--- src/rtl/sync_sequence_transmitter_pkg.sv ---
// sync_sequence_transmitter_pkg: shared sync constants, FSM state encoding and sizing helper.
package sync_sequence_transmitter_pkg;
    typedef enum logic [1:0] {IDLE = 2'd0, PRE = 2'd1, PAY = 2'd2, GAP = 2'd3} state_e;
    localparam int SYNC_W = 4;
    localparam logic [SYNC_W-1:0] SYNC_PATTERN = 4'b1011;
    function automatic int max4(input int a, input int b, input int c, input int d);
        int m;
        m = a > b ? a : b;
        m = m > c ? m : c;
        return m > d ? m : d;
    endfunction
endpackage

--- src/rtl/sync_sequence_transmitter_piso_shift_reg.sv ---
// piso_shift_reg: parallel-load, shift-left register exposing its MSB.
module piso_shift_reg #(
    parameter int W = 8
) (
    input  logic         clk,
    input  logic         rst,
    input  logic         load_i,
    input  logic         shift_i,
    input  logic [W-1:0] data_i,
    output logic         msb_o
);
    logic [W-1:0] sh_q;
    always_ff @(posedge clk) begin
        if (!rst) sh_q <= '0;
        else if (load_i) sh_q <= data_i;
        else if (shift_i) sh_q <= sh_q << 1;
    end
    assign msb_o = sh_q[W-1];
endmodule

--- src/rtl/sync_sequence_transmitter.sv ---
// sync_sequence_transmitter: serialises a word as sync preamble, MSB-first payload, then guard bits.
module sync_sequence_transmitter
    import sync_sequence_transmitter_pkg::*;
#(
    parameter int                DATA_W   = 8,
    parameter int                PRE_W    = SYNC_W,
    parameter logic [PRE_W-1:0]  PREAMBLE = SYNC_PATTERN,
    parameter int                GAP_LEN  = 1,
    parameter logic              IDLE_BIT = 1'b0
) (
    input  logic              clk,
    input  logic              rst,
    input  logic [DATA_W-1:0] data_in,
    input  logic              valid,
    output logic              ready,
    output logic              out,
    output logic              busy,
    output logic              frame_start,
    output logic              frame_done,
    output logic [1:0]        state
);
    localparam int CW     = $clog2(max4(PRE_W, DATA_W, GAP_LEN, 2));
    localparam int PIW    = PRE_W > 1 ? $clog2(PRE_W) : 1;
    localparam int GAP_M1 = GAP_LEN > 0 ? GAP_LEN - 1 : 0;

    state_e        state_q, state_d;
    logic [CW-1:0] cnt_q, cnt_d, cnt_m1;
    logic          out_q, out_d, start_q, start_d, done_q, done_d;
    logic          load, shift, msb;

    piso_shift_reg #(.W(DATA_W)) u_sh (
        .clk    (clk),
        .rst    (rst),
        .load_i (load),
        .shift_i(shift),
        .data_i (data_in),
        .msb_o  (msb)
    );

    assign cnt_m1      = cnt_q - 1'b1;
    // Nothing is accepted while reset is held, even though the state already reads IDLE.
    assign ready       = rst && state_q == IDLE;
    assign busy        = state_q != IDLE;
    assign out         = out_q;
    assign frame_start = start_q;
    assign frame_done  = done_q;
    assign state       = state_q;

    always_comb begin
        state_d = state_q;
        cnt_d   = cnt_q;
        out_d   = IDLE_BIT;
        start_d = 1'b0;
        done_d  = 1'b0;
        load    = 1'b0;
        shift   = 1'b0;
        case (state_q)
            IDLE: if (valid && ready) begin
                load    = 1'b1;
                out_d   = PREAMBLE[PRE_W-1];
                cnt_d   = CW'(PRE_W - 1);
                state_d = PRE;
                start_d = 1'b1;
            end
            // The word is shifted as each bit leaves, so the register MSB is always the next bit to send.
            PRE: if (cnt_q == '0) begin
                out_d   = msb;
                shift   = 1'b1;
                cnt_d   = CW'(DATA_W - 1);
                state_d = PAY;
            end else begin
                out_d = PREAMBLE[cnt_m1[PIW-1:0]];
                cnt_d = cnt_m1;
            end
            PAY: if (cnt_q == '0) begin
                cnt_d   = GAP_LEN > 0 ? CW'(GAP_M1) : cnt_q;
                state_d = GAP_LEN > 0 ? GAP : IDLE;
                done_d  = GAP_LEN == 0;
            end else begin
                out_d = msb;
                shift = 1'b1;
                cnt_d = cnt_m1;
            end
            GAP: if (cnt_q == '0) begin
                state_d = IDLE;
                done_d  = 1'b1;
            end else begin
                cnt_d = cnt_m1;
            end
            default: state_d = IDLE;
        endcase
    end

    always_ff @(posedge clk) begin
        if (!rst) begin
            state_q <= IDLE;
            cnt_q   <= '0;
            out_q   <= IDLE_BIT;
            start_q <= 1'b0;
            done_q  <= 1'b0;
        end else begin
            state_q <= state_d;
            cnt_q   <= cnt_d;
            out_q   <= out_d;
            start_q <= start_d;
            done_q  <= done_d;
        end
    end
endmodule

--- config.mk ---
export PLATFORM = sky130hd
export DESIGN_NAME = sync_sequence_transmitter
export DESIGN_NICKNAME = d
export VERILOG_FILES = /design/src/rtl/sync_sequence_transmitter_pkg.sv /design/src/rtl/sync_sequence_transmitter_piso_shift_reg.sv /design/src/rtl/sync_sequence_transmitter.sv
export SDC_FILE = /design/constraint.sdc
export NUM_CORES = 1
export LEC_CHECK = 0
export ABC_AREA = 1
export BUFFER_PORTS_ARGS = -buffer_cell sky130_fd_sc_hd__buf_2
export CAP_MARGIN = 20
export CORE_ASPECT_RATIO = 0.9
export CORE_MARGIN = 4
export CORE_UTILIZATION = 47
export CTS_BUF_LIST = sky130_fd_sc_hd__clkbuf_8 sky130_fd_sc_hd__clkbuf_16
export DETAILED_ROUTE_END_ITERATION = 10
export GPL_TIMING_DRIVEN = 0
export PLACE_DENSITY_LB_ADDON = 0.15
export RECOVER_POWER = 50
export SLEW_MARGIN = 20
export SYNTH_ARGS = -nofsm -noshare
export SYNTH_HDL_FRONTEND = slang
export SYNTH_SLANG_ARGS = --single-unit
--- constraint.sdc ---
create_clock -name clk -period 1.4 [get_ports clk]
set_clock_uncertainty 0.05 [all_clocks]
set_input_delay 0.21 -clock clk [delete_from_list [all_inputs] [get_ports clk]]
set_output_delay 0.21 -clock clk [all_outputs]
set_load 0.005 [all_outputs]
== After elaboration in Yosys (flattened, before gate mapping) ==
Index checks and enable logic that the tools add are counted.

* Register bits after elaboration: 16
* Bits in latches: 0
* Bits in writable memories: 0
* Memory bits (read-only): 0
* Output and inout bits: 7
* Logic and storage cells: 47
* Memories: 0

* Add/subtract/negate cells: 1
* Multiply operators: 0
* Divide/modulo/power cells: 0
* $lt $le $gt $ge: 1
* Eq/ne operators: 8
* Shift-type cells: 0
* Muxes and demuxes: 22
* Bitwise operators: 0
* Reduce and logical (&&, ||, !) cells: 9

{| class="wikitable"
|+ Operators by type and width
! kind !! count
|-
| 2-to-1 mux 8 bit || 2
|-
| 2-to-1 mux 3 bit || 4
|-
| case mux 3 bit (4 select lines) || 1
|-
| 2-to-1 mux 2 bit || 4
|-
| inequality test 2 bit (second input constant) || 4
|-
| case mux 2 bit (4 select lines) || 1
|-
| 2-to-1 mux 1 bit || 7
|-
| == test 2 bit (second input constant) || 2
|-
| AND reduction 2 bit || 2
|-
| AND reduction 4 bit || 1
|-
| nonzero test 2 bit || 2
|-
| zero test 3 bit || 1
|-
| < comparator 2 x 3 -> 1 bit (second input constant) || 1
|-
| case mux 1 bit (3 select lines) || 1
|-
| subtractor 3 x 1 -> 3 bit (second input constant) || 1
|-
| binary-select mux 1 bit (select 2 bit) || 1
|-
| == test 2 x 1 -> 1 bit (second input constant) || 1
|-
| logical AND 1 bit || 2
|-
| zero test 2 bit || 1
|-
| inequality test 2 x 1 -> 1 bit (second input constant) || 1
|-
| case mux 1 bit (2 select lines) || 1
|}

== Depth between registers and ports, before layout ==
Gate-level depths: netlist (run 1).

* Depth in word-level cells: 6
* Mapped depth: 10

== Modules after synthesis ==
A second synthesis (run 1) with hierarchy kept.

* Cell total of the unflattened synthesis: 140
* Area, all modules: 945.9 µm²

{| class="wikitable"
|+ By module, submodules not included
! module !! instances !! cells an instance !! area an instance (µm²) !! sequential area each (µm²)
|-
| sync_sequence_transmitter || 1 || 80 || 546.8 || 160.2
|-
| piso_shift_reg || 1 || 60 || 399.1 || 160.2
|}

== Least setup slack after synthesis (run 1) ==
OpenSTA, ideal clock, no wires.

* Kind: register -> register
* Start point: register state_q[0] (netlist: state[0])
* End point: register cnt_q[2]
* Data arrival time: 1,225 ps
* Slack: 5 ps
* Cell stages (with the launch flop): 10
* Period minus slack after synthesis: 1,395 ps
* Cell sequence: dfxtp_1 -> inv_1 -> ha_1 -> nand3_2 -> buf_6 -> nand2_2 -> nand3_2 -> nor2_1 -> nor2_1 -> nor2_1

* Longest elaborated chain between the ends: 5
* Elaborated cells between the ends (all ways): 10

{| class="wikitable"
|+ Ends and longest elaborated chain
! item !! line !! source
|-
| from (decl) || sync_sequence_transmitter.sv:26 || <nowiki>state_e state_q, state_d;</nowiki>
|-
| from (signal assigned) || sync_sequence_transmitter.sv:102 || <nowiki>state_q <= state_d;</nowiki>
|-
| zero test 2 bit || sync_sequence_transmitter.sv:42, sync_sequence_transmitter.sv:57 ||
|-
| logical AND 1 bit || sync_sequence_transmitter.sv:42 || <nowiki>assign ready = rst && state_q == IDLE;</nowiki>
|-
| logical AND 1 bit || sync_sequence_transmitter.sv:58 || <nowiki>IDLE: if (valid && ready) begin</nowiki>
|-
| inequality test 2 x 1 -> 1 bit (no source line) || n/a ||
|-
| AND reduction 2 bit (no source line) || n/a ||
|-
| to (signal assigned) || sync_sequence_transmitter.sv:103 || <nowiki>cnt_q <= cnt_d;</nowiki>
|-
| to (decl) || sync_sequence_transmitter.sv:27 || <nowiki>logic [CW-1:0] cnt_q, cnt_d, cnt_m1;</nowiki>
|}

Several ways; a longest one is shown, not always the timed one.
A chain may end at the register's enable or synchronous reset.

== Worst setup path in the final report (run 1) ==
* Start point: register state_q[1] (netlist: state[1])
* End point: register cnt_q[0]

The elaborated chain is that of the path after synthesis.

==> results of run 1 <==
state kept, by name, indices dropped and copies added (netlist names):
register and cells:
u_sh.sh_q 8, state 2, out 1, frame_start 1
cnt_q 3, frame_done 1
where the power goes:
group          total (mW)  switching, mW  internal [mW]
Sequential          0.718          0.104          0.614
Combinational        1.85           1.07          0.781
Clock               0.341          0.151          0.191
Total                2.91           1.33           1.59
stage by stage:
step	std cells	util	total power, mW	hold slack [ns]	worst slack (ns)
6_report	177	0.7128	2.914	0.1542	0.04921
2_1_floorplan	129	-	1.614	0.2986	0.005282
4_1_cts	174	0.6523	2.531	0.1780	0.008064
3_3_place_gp	169	0.5773	1.870	0.3917	-0.1627
3_5_place_dp	169	0.5773	1.907	0.4001	-0.1911
5_1_grt	177	0.7128	3.190	0.1946	-0.04778
logic make-up after synthesis:
logic type	share of synthesized area
adder cells (fa/ha/maj)	0.1136
AND/OR/NAND/NOR	0.3707
AO/OA/AOI/OAI	0.07529
buffers and inverters	0.07671
flip-flops	0.3636
routing by layer:
| layer | vias to the layer above | wire length [µm] |
|---|---|---|
| met3 | 7 | 149 |
| met1 | 386 | 933 |
| met4 | 0 | 43 |
| met5 | - | 0 |
| li1 | 451 | - |
| met2 | 31 | 940 |
cell usage after synthesis:
master / count
nand2_1: 46
nand3_2: 4
nand3_1: 2
buf_6: 1
dfxtp_1: 16
or2_2: 2
nor3_1: 2
a31oi_1: 1
inv_2: 2
nand2_2: 1
inv_1: 11
o21ai_0: 4
ha_1: 8
a21oi_1: 8
buf_4: 1
nor2_1: 20
worst paths after layout:
kind,from,endpoint,slack (ns),cells past startpoint
min reg2reg,u_sh.sh_q[1],u_sh.sh_q[1],0.41,2
max,state[1],cnt_q[0],0.05,9
min,data_in[0],u_sh.sh_q[0],0.15,3
max reg2reg,state[1],cnt_q[0],0.05,9
cell usage in the layout, fill, tap and decap left out, drive strengths merged:
master and instances:
inv 13, nor2 20, o21ai 4, nand2 47, ha 8, a21oi 8
nor3 2, dfxtp 16, or2 2, clkbuf 4, a31oi 1, buf 22
nand3 6
repair_timing:
action,CTS,global route
resized for setup,21,22
setup buffers,1,3
gates cloned,1,0
pin swaps,1,8
endpoints found under the setup margin,16,13
area by class of cell:
class                   count  area share
well taps                  24     0.02454
clock buffers               3     0.03374
plain buffers               2     0.01840
inverters                  13     0.05010
repair buffers             21      0.1033
flip-flops and latches     16      0.2689
multi-input cells          98      0.5010
worst max-delay path, cell delays in order (launching register included):
cell     delay (ns)
dfxtp_4        0.36
inv_4          0.08
ha_4           0.16
nand3_4        0.08
buf_8          0.15
nand2_8        0.08
nand2_2        0.07
nand2_1        0.09
nand2_1        0.07
nor2_1         0.09
==> results.yml, run 1 <==
sta:
  tightestPinTransition_ns: 0.2474
  relSlewSlack: 0.8346
  min_period_ns: 1.351
  clock.fmax_mhz: 740.3
  rsz0062_at_grt: "yes"
  finalMaxSlewViolations: 0
  setup_tns_ns: 0
  finalCritPeriodShare: 0.9649
  finalHoldViolations: 0
  setup_viol: 0
placed_design:
  gp_congestion: 0.7493
  place_area_um2: 991.0
  dp_hpwl_um: 1320
  io_buffers: 16
global_routing:
  met2_usage: 0.2551
  grt_max_degree: 11
  grt_util_met3: 0.02752
  busiest_layer: "met2"
  grt_pass1_vias: 788
  grt_first_pass_wirelength_um: 3339
  overflow: 0
  antenna_found_initial: 0
  grtUsageTotal: 0.1645
  grt_util_met1: 0.2274
clock_tree:
  clk_latency_ns: 0.25
  cts_max_path_buffers: 2
  cts.sinks: 16
  cts_tree: "yes"
  cts_made_buffers: 3
  cts-hold-fix-buffers: 0
  clk_pin_slew_ns: 0.06
  cts_max_level: 1
  clock-root-buffer: "clkbuf_8"
setup_path:
  setup.worst_path.start_class: "register"
  crit_path_end_kind: "register"
  worstPathRequired_ns: 1.53
  crit_type: "register to register"
  arrival_ns: 1.48
  crit_fanout: 5
yosys:
  seq_area_frac_synth: 0.3636
  synth.area.top_cells: "dfxtp_1 (36%), nand2_1 (20%), ha_1 (11%)"
  yosysTopAreaCell: "dfxtp_1"
  synth-seq-cells: 16
  ys_warn_count: 0
  synth_area_um2: 880.8
  avgSynthCellArea_um2: 6.828
  synth_cell_types: 16
  synth_top_area_share: 0.3636
  synth_nets: 148
  syn_inst: 129
cells_and_area:
  antennaDiodeCount: 0
  area_growth_pct: 38.92
  final_cell_area_um2: 1224
  fillers: 143
  regArea_um2: 329.1
  drive_above_1_share: 0.3725
  multi_input_area_um2: 613.1
  nets: 174
drt:
  wire_per_inst_um: 11.68
  drtAntennaViolNets: 0
  drt_iter0_markers: 27
  routed_wl_um: 2068
  vias: 875
  routed_via_density: 4.944
  dr.pass1.iters: 4
  drc_errors: 0
min_path:
  min_path_type: "primary input to register"
power:
  p_leak_nw: 0.5968
  ir_drop_uv: 1436
  power_density_nw_per_um2: 2381
job:
  maxCapViolCount: 0
floorplanning:
  die_area_um2: 2632
  core_um2: 1717
  rows: 14
  die_x_um: 53.64
  fp.dieH_um: 49.07
  ios: 18
  start_util: 0.5131
status:
  status: "finished, final reports clean"
(Power assumes the default switching activity.)
==> run 2: changes to the inputs <==
--- a/constraint.sdc
+++ b/constraint.sdc
@@ -4,2 +4,2 @@
 set_output_delay 0.21 -clock clk [all_outputs]
-set_load 0.005 [all_outputs]
+set_load 0.1 [all_outputs]
==> results.yml, run 2 (synthesized netlist as in run 1, its figures left out) <==
status:
  status: "finished with violations"
  violations: "negative setup slack"
sta:
  fin_ws_ns: -0.03927
  finalMaxSlewViolations: 0
  setup_viol: 4
  clock.fmax_mhz: 694.8
  tightestPinTransition_ns: 0.4854
  finalHoldViolations: 0
  relSlewSlack: 0.6786
  min_period_ns: 1.439
  finalCritPeriodShare: 1.028
  rsz0062_at_grt: "yes"
clock_tree:
  cts_max_path_buffers: 2
  cts_tree: "yes"
  cts_max_level: 1
  clk_pin_slew_ns: 0.06
  clock-root-buffer: "clkbuf_8"
  cts-hold-fix-buffers: 0
  cts_made_buffers: 3
  clk_latency_ns: 0.25
  cts.sinks: 16
global_routing:
  grt_util_met3: 0.03670
  grt_util_met1: 0.2253
  busiest_layer: "met2"
  grt_pass1_vias: 784
  grt_max_degree: 11
  grtUsageTotal: 0.1729
  grt_first_pass_wirelength_um: 3325
  met2_usage: 0.2612
  antenna_found_initial: 0
  overflow: 0
setup_path:
  crit_fanout: 4
  path_delay_family: "flip-flops"
  rr_worst_depth: 7
  critical-path-max-stage-delay_ns: 0.38
  crit_path_end_kind: "output pin"
  setup.worst_path.start_class: "register"
  path_cells: "inv_4 > ha_4 > nand2_4 > clkinvlp_4 > buf_12"
  cpMaxStageDelayCell: "dfxtp_4"
  r2r_start: "state[1]"
  arrival_ns: 1.18
  worstPathRequired_ns: 1.14
  r2r_setup_slack_ns: 0
  cp_num_buf_inv: 3
  crit_type: "register to output pin"
  reg2reg_to: "u_sh.sh_q[7]"
min_path:
  hp-start: "data_in[0]"
  hold_depth: 3
  hold_path_end: "u_sh.sh_q[0]"
  min_path_type: "primary input to register"
cells_and_area:
  mostFrequentLayoutCell: "nand2_1"
  largest_reg_flops: 8
  area_growth_pct: 44.60
  fin_cells: 180
  antennaDiodeCount: 0
  fillers: 141
  drive_above_1_share: 0.4103
  nets: 176
  regMostFlops: "u_sh.sh_q"
  regArea_um2: 329.1
  layout.cells.most_common_list: "nand2_1 (39), nor2_1 (18), buf_2 (14), dfxtp_1 (13)"
  multi_input_area_um2: 606.8
drt:
  dr.pass1.iters: 4
  drc_errors: 0
  drtAntennaViolNets: 0
  routed_wl_um: 2134
  wire_per_inst_um: 11.86
  drt_iter0_markers: 13
  vias: 870
  routed_via_density: 4.833
placed_design:
  dp_cells: 169
  io_buffers: 16
  gp_congestion: 0.7825
  dp_hpwl_um: 1379
job:
  maxCapViolCount: 0
floorplanning:
  die_x_um: 53.64
  die_area_um2: 2632
  rows: 14
  fp.dieH_um: 49.07
  start_util: 0.5131
  core_um2: 1717
  ios: 18
-- run 2: cell count changes in the layout (fill, tap and decap cells not counted), sizes merged --
cell,delta
clkinvlp,+2
inv,-2
buf,+3
-- run 2: how the worst max path moves through the flow --
stage | end | slack [ns] | start | depth (start not counted)
6_report | ready | -0.04 | state[0] | 5
5_1_grt | u_sh.sh_q[7] | -0.10 | state[1] | 7
4_1_cts | ready | -0.05 | state[0] | 5
3_5_place_dp | cnt_q[0] | -0.05 | state[1] | 8
3_3_place_gp | state[1] | -0.01 | state[1] | 8
2_1_floorplan | ready | -0.14 | state[1] | 4
-- run 2: worst register-to-register path: cells and delay by family (launching register included) --
kind,cells,cell delay [ns]
AND/OR/NAND/NOR,4,0.51
adder cells (fa/ha/maj),1,0.23
buffers and inverters,2,0.15
flip-flops,1,0.36
-- run 2: per-layer routing --
layer	part of all wire	up-vias	routed length, µm
li1	-	454	-
met1	0.48	395	1017
met2	0.47	16	1002
met3	0.033	5	71
met4	0.020	0	42
met5	0	-	0
-- run 2: through the flow --
step / setup TNS [ns] / hold slack [ns] / worst slack, ns / util / instance area [µm²]
floorplan: -0.9224 / 0.2986 / -0.1411 / - / 930.9
finish: -0.05408 / 0.1390 / -0.03927 / 0.7420 / 1274
global route: -1.017 / 0.1769 / -0.1021 / 0.7420 / 1274
global placement: -0.07196 / 0.3976 / -0.01449 / 0.6064 / 1041
CTS: -0.06353 / 0.1410 / -0.05282 / 0.6983 / 1199
detailed placement: -0.3675 / 0.4036 / -0.04952 / 0.6064 / 1041
-- run 2: area by class of cell --
| cell class | count | share of cell area |
|---|---|---|
| timing repair buffer | 23 | 0.1267 |
| clock buffer | 4 | 0.04322 |
| buffer | 2 | 0.01768 |
| multi-input combinational | 98 | 0.4764 |
| sequential | 16 | 0.2584 |
| inverter | 13 | 0.05403 |
| tap | 24 | 0.02358 |
-- run 2: repair_timing --
item,4_1_cts,5_1_grt
pin swaps,5,6
gates resized for setup,17,17
setup endpoints to repair,16,15
setup buffers,5,2
Power of run 2 is not shown: default switching activity piles up to over one toggle a cycle in this logic, so the estimate is an artifact.
